[src/rtl/issue_stage.sv]
// rtl/issue_stage.sv - decode/issue stage: operand select, hazard stall, registered EXE slot.
// Optional ALU result forwarding is enabled with the ISSUE_FWD_EN macro.
`ifndef WORD_LEN
`define WORD_LEN 32
`endif
`ifndef EXE_CMD_LEN
`define EXE_CMD_LEN 4
`endif

module issue_stage (
  input  logic                    clk,
  input  logic                    rst,
  input  logic [31:0]             instr,
  input  logic                    instr_valid,
  output logic                    stall,
  output logic [4:0]              rs_addr,
  output logic [4:0]              rt_addr,
  input  logic [31:0]             rs_data,
  input  logic [31:0]             rt_data,
  input  logic                    flush,
`ifdef ISSUE_FWD_EN
  input  logic [`WORD_LEN-1:0]    alu_fwd,
`endif
  output logic                    exe_valid,
  output logic [`EXE_CMD_LEN-1:0] exe_cmd,
  output logic [`WORD_LEN-1:0]    val1,
  output logic [`WORD_LEN-1:0]    val2,
  output logic [`WORD_LEN-1:0]    st_val,
  output logic [4:0]              dest,
  output logic                    wb_en,
  output logic                    mem_r_en,
  output logic                    mem_w_en,
  output logic                    illegal
);

  localparam logic [`EXE_CMD_LEN-1:0] EXE_ADD = 4'd1;
  localparam logic [`EXE_CMD_LEN-1:0] EXE_SUB = 4'd2;
  localparam logic [`EXE_CMD_LEN-1:0] EXE_AND = 4'd3;
  localparam logic [`EXE_CMD_LEN-1:0] EXE_OR  = 4'd4;
  localparam logic [`EXE_CMD_LEN-1:0] EXE_XOR = 4'd5;
  localparam logic [`EXE_CMD_LEN-1:0] EXE_NOR = 4'd6;

  logic [5:0]  opcode, funct;
  logic [4:0]  rd;
  logic [15:0] imm;
  logic        unused_shamt;

  assign opcode       = instr[31:26];
  assign funct        = instr[5:0];
  assign rs_addr      = instr[25:21];
  assign rt_addr      = instr[20:16];
  assign rd           = instr[15:11];
  assign imm          = instr[15:0];
  assign unused_shamt = ^instr[10:6];

  logic                    legal, imm_op, sext, dec_wb, dec_mr, dec_mw, uses_rt;
  logic [`EXE_CMD_LEN-1:0] cmd;
  logic [4:0]              dec_dest;

  always_comb begin
    legal    = 1'b0;
    cmd      = EXE_ADD;
    imm_op   = 1'b1;
    sext     = 1'b1;
    dec_dest = rt_addr;
    dec_wb   = 1'b1;
    dec_mr   = 1'b0;
    dec_mw   = 1'b0;
    uses_rt  = 1'b0;
    case (opcode)
      6'h00: begin
        imm_op   = 1'b0;
        dec_dest = rd;
        uses_rt  = 1'b1;
        legal    = 1'b1;
        case (funct)
          6'h20:   cmd = EXE_ADD;
          6'h22:   cmd = EXE_SUB;
          6'h24:   cmd = EXE_AND;
          6'h25:   cmd = EXE_OR;
          6'h26:   cmd = EXE_XOR;
          6'h27:   cmd = EXE_NOR;
          default: legal = 1'b0;
        endcase
      end
      6'h08: legal = 1'b1;
      6'h0C: begin legal = 1'b1; cmd = EXE_AND; sext = 1'b0; end
      6'h0D: begin legal = 1'b1; cmd = EXE_OR;  sext = 1'b0; end
      6'h0E: begin legal = 1'b1; cmd = EXE_XOR; sext = 1'b0; end
      6'h23: begin legal = 1'b1; dec_mr = 1'b1; end
      6'h2B: begin legal = 1'b1; dec_mw = 1'b1; dec_wb = 1'b0; uses_rt = 1'b1; end
      default: legal = 1'b0;
    endcase
  end

  // wb_en is never set for dest 0, so a dest match here implies a nonzero source
  logic hz_rs, hz_rt, hazard;
  logic [31:0] rs_val, rt_val, imm_ext;

  assign hz_rs   = exe_valid && wb_en && (dest == rs_addr);
  assign hz_rt   = uses_rt && exe_valid && wb_en && (dest == rt_addr);
  assign imm_ext = sext ? {{16{imm[15]}}, imm} : {16'h0000, imm};

`ifdef ISSUE_FWD_EN
  assign hazard = instr_valid && mem_r_en && (hz_rs || hz_rt);
  assign rs_val = hz_rs ? alu_fwd : rs_data;
  assign rt_val = hz_rt ? alu_fwd : rt_data;
`else
  assign hazard = instr_valid && (hz_rs || hz_rt);
  assign rs_val = rs_data;
  assign rt_val = rt_data;
`endif

  logic accept;
  assign stall  = rst && hazard && !flush;
  assign accept = instr_valid && !hazard && !flush;

  always_ff @(posedge clk) begin
    if (!rst) begin
      exe_valid <= 1'b0;
      wb_en     <= 1'b0;
      mem_r_en  <= 1'b0;
      mem_w_en  <= 1'b0;
      illegal   <= 1'b0;
      exe_cmd   <= '0;
      val1      <= '0;
      val2      <= '0;
      st_val    <= '0;
      dest      <= '0;
    end else begin
      illegal   <= illegal | (accept && !legal);
      exe_valid <= accept && legal;
      wb_en     <= accept && legal && dec_wb && (dec_dest != 5'd0);
      mem_r_en  <= accept && legal && dec_mr;
      mem_w_en  <= accept && legal && dec_mw;
      if (accept && legal) begin
        exe_cmd <= cmd;
        val1    <= rs_val;
        val2    <= imm_op ? imm_ext : rt_val;
        st_val  <= rt_val;
        dest    <= dec_dest;
      end
    end
  end

endmodule

[config.mk]
export PLATFORM = sky130hd
export DESIGN_NAME = issue_stage
export DESIGN_NICKNAME = d
export VERILOG_FILES = /design/src/rtl/issue_stage.sv
export SDC_FILE = /design/constraint.sdc
export NUM_CORES = 1
export LEC_CHECK = 0
export ABC_AREA = 1
export BUFFER_PORTS_ARGS = -buffer_cell sky130_fd_sc_hd__buf_2
export CAP_MARGIN = 20
export CORE_MARGIN = 2
export CORE_UTILIZATION = 44
export DETAILED_ROUTE_END_ITERATION = 8
export GPL_TIMING_DRIVEN = 1
export HOLD_SLACK_MARGIN = 0.03
export PLACE_DENSITY = 0.83
export SLEW_MARGIN = 10
export SYNTH_ARGS = -nofsm -noshare
export SYNTH_HDL_FRONTEND = slang
export SYNTH_SLANG_ARGS = --single-unit
[constraint.sdc]
create_clock -name clk -period 5.6 [get_ports clk]
set_input_delay 1.68 -clock clk [delete_from_list [all_inputs] [get_ports clk]]
set_output_delay 1.68 -clock clk [all_outputs]
set_load 0.02 [all_outputs]
==> results by group <==
Yosys
  – Synth Area in Adders: 0%
  – Syn Area/Cell: 5.977 um2
  – Main combinational cell family by area after synthesis: simple AND/OR/NAND/NOR gates
  – Synth Warn #: 0
  – Mux contribution to synthesized area: 0%
  – Syn Nets: 998
  – Sequential area share after synthesis: 40.65%
  – Yosys reg bits: 109
  – Library cells used by synthesis: 23
  – Mapped Cells: 898
  – Synth Area in Compound Gates: 1.399%
  – Post-Syn Area: 5368 um2
  – Xor and xnor fraction of the mapped netlist area: 0.3263%
  – Simple-gate share of the synthesized area: 42.17%

Worst setup path
  – Worst path cell trace: buf_2, nand2_1, inv_1, nand3_1, nand2_1, nand3_1, nor2_1, nor2_1, nor4_1, buf_2
  – Critical path startpoint: instr[26]
  – Worst path bufs/invs: 3
  – Worst EP arrival: 2990 ps
  – WS Path Type: in -> out
  – R2R cell count: 11
  – CP Capture Type: output pin
  – CP Depth: 10
  – Internal reg-to-reg setup slack: 3430 ps
  – Top delay family on crit path: simple AND/OR/NAND/NOR gates
  – Startpoint class of the critical path: primary input
  – Critical Path Slowest Stage Cell: nor2_1
  – Max incr delay on CP: 420 ps
  – Reg2reg start: dest[3]
  – Maximum net fanout on the critical path: 9
  – CP required: 3920 ps

Clock tree
  – CTS tree: yes
  – Clock buffer count from CTS: 9
  – Longest Clk Path Bufs: 2
  – CTS root buffer: clkbuf_16
  – CTS sink cnt: 109
  – Worst-path clk slew: 70 ps
  – H-tree depth: 3
  – Hold_buf cts: 0
  – # Post-CTS Setup Buffers: 0
  – Post-CTS sizing: 0
  – Clock Latency Late Sink: 350 ps

Power
  – Net Sw Frac: 26.30%
  – Worst IR Drop VDD: 0.1637 mV
  – Net Switching: 424.6 uW
  – Comb pwr share: 11.3%
  – Seq pwr share: 49.5%
  – Internal Power: 1.190 mW
  – Overall power: 1.615 mW
  – Leak Pwr: 4.187 nW
  – Clock power share: 39.2%
  – Pwr Density: 240.7 nW/um2

GRT
  – Pin count of the biggest net entering global routing: 88
  – Vias in the first global route: 4738
  – Total gr overflow: 0
  – First-pass GRT wire length: 22190 um
  – GRT Overall Usage: 20.97%
  – Initial antenna violation count: 0

Floorplan
  – Ports: 221
  – CORE AREA: 11960 um2
  – Initial Util: 44.87%
  – Die area: 13100 um2
  – Die Y-Extent: 114.5 um
  – Die width: 114.5 um
  – Site Rows: 40

Final layout
  – Nets: 1182
  – Finished Core Util: 56.08%
  – Filler instances: 1196
  – Area of the multi-input gates: 2360 um2
  – Register Area: 2182 um2
  – Commonest cells after routing, fill and taps aside: nand2_1, nor2_1, buf_2, inv_1, dfxtp_1
  – Ant diodes: 0
  – Final Instance Area: 6708 um2
  – Final std cells w/o fill: 1234
  – Leading cell type in the layout, fill and taps excluded: nand2_1
  – Area Overhead vs Synth: 24.96%
  – Layout cells sized above 1: 22.72%

Status
  – Status: completed

Timing
  – Worst slew margin: 43.68%
  – Maximum clock frequency: 214.0 MHz
  – Final WS setup: 926.3 ps
  – Final slew viol count: 0
  – Final worst path period share: 83.46%
  – Hold Worst Slack: 470.0 ps
  – Final setup violation count: 0
  – Tmin final: 4674 ps
  – Final hold vios: 0
  – Worst slew pin tran: 844.7 ps
  – Unrepaired setup endpoints after global routing: false
  – Worst Skew: 4.584 ps
  – Fin Setup TNS: 0 ps

Detailed routing
  – Vias: 5387
  – Number of DRC markers in iteration 0: 322
  – Routed Antenna Nets: 0
  – 1st-pass router iterations: 5
  – WL/cell: 11.12 um
  – Detailed-route vias per instance: 4.365
  – DR DRC count: 0
  – Total wire length: 13720 um

Placement
  – # port buffers: 219
  – HPWL after detailed placement: 9734 um
  – Placer Congestion: 0.8470
  – Area post-placement: 6392 um2
  – Worst slack, placed: 937.8 ps
  – Placed insts: 1217

Hold path
  – Hold Crit Class: reg -> reg
  – Hold Path Origin: illegal
  – Number of cells on the worst hold path: 2

Run
  – Max Cap Violations: 0
-- kinds of logic after synthesis --
family,after synthesis
AO/OA/AOI/OAI,15
XOR/XNOR,2
buffers and inverters,190
flip-flops,109
other,1
AND/OR/NAND/NOR,581
-- area by class of cell --
| cell class | count | area share [%] |
|---|---|---|
| Inverter | 138 | 7.722 |
| Multi-Input combinational cell | 599 | 35.18 |
| Timing Repair Buffer | 225 | 17.42 |
| Sequential cell | 109 | 32.53 |
| Tap cell | 147 | 2.742 |
| Clock buffer | 11 | 3.768 |
| Clock inverter | 5 | 0.6342 |
-- power by group through the flow --
stage | Combinational (mW) | Sequential [mW] | Clock (mW)
2_1_floorplan | 0.0902 | 0.838 | 0
4_1_cts | 0.183 | 0.799 | 0.647
3_3_place_gp | 0.180 | 0.817 | 0
5_1_grt | 0.206 | 0.801 | 0.681
3_5_place_dp | 0.182 | 0.817 | 0
6_report | 0.182 | 0.799 | 0.633
-- worst register-to-register path, stage by stage, from the launching register on --
cell     delay, ps
dfxtp_1        400
inv_1           80
nand2_1         60
nand2_1         50
nor2_1         130
nand4_1        170
nand4_4        270
buf_12         290
buf_4          400
nand2_1        120
nand2_1         70
nor2_1          40
-- Yosys cell counts --
cell type	number	area [um2]
a21oi_1	3	15.01
buf_1	1	3.750
buf_2	15	75.07
buf_4	13	97.59
buf_6	6	67.56
clkbuf_1	17	63.81
conb_1	1	3.750
dfxtp_1	109	2182
inv_1	137	514.2
inv_2	1	3.750
nand2_1	326	1224
nand2_2	1	6.260
nand3_1	12	60.06
nand3_2	1	10.01
nand3b_1	2	15.01
nand4_1	9	56.30
nand4_4	1	21.27
nor2_1	223	837.1
nor2_2	2	12.51
nor3_1	3	15.01
nor4_1	1	6.260
o21ai_0	12	60.06
xnor2_1	2	17.52
-- final timing paths --
kind,to
hold / removal,illegal
setup reg to reg,val1[17]
hold reg to reg,illegal
setup / recovery,stall
-- registers in the layout (all words and copies together), names as in the netlist --
name and cells:
mem_w_en 1, val2 32, mem_r_en 1, st_val 32
val1 32, illegal 1, dest 5, exe_cmd 3
wb_en 1, exe_valid 1
-- routing by layer --
metal | up-vias | track usage, % | share of wire (%)
met5 | - | 0 | 0
met4 | 0 | 7.886 | 1.9
met3 | 20 | 4.500 | 5.5
met2 | 137 | 34.32 | 46
met1 | 2286 | 27.16 | 46
li1 | 2944 | - | -
Power figures use the tool's default switching activity.
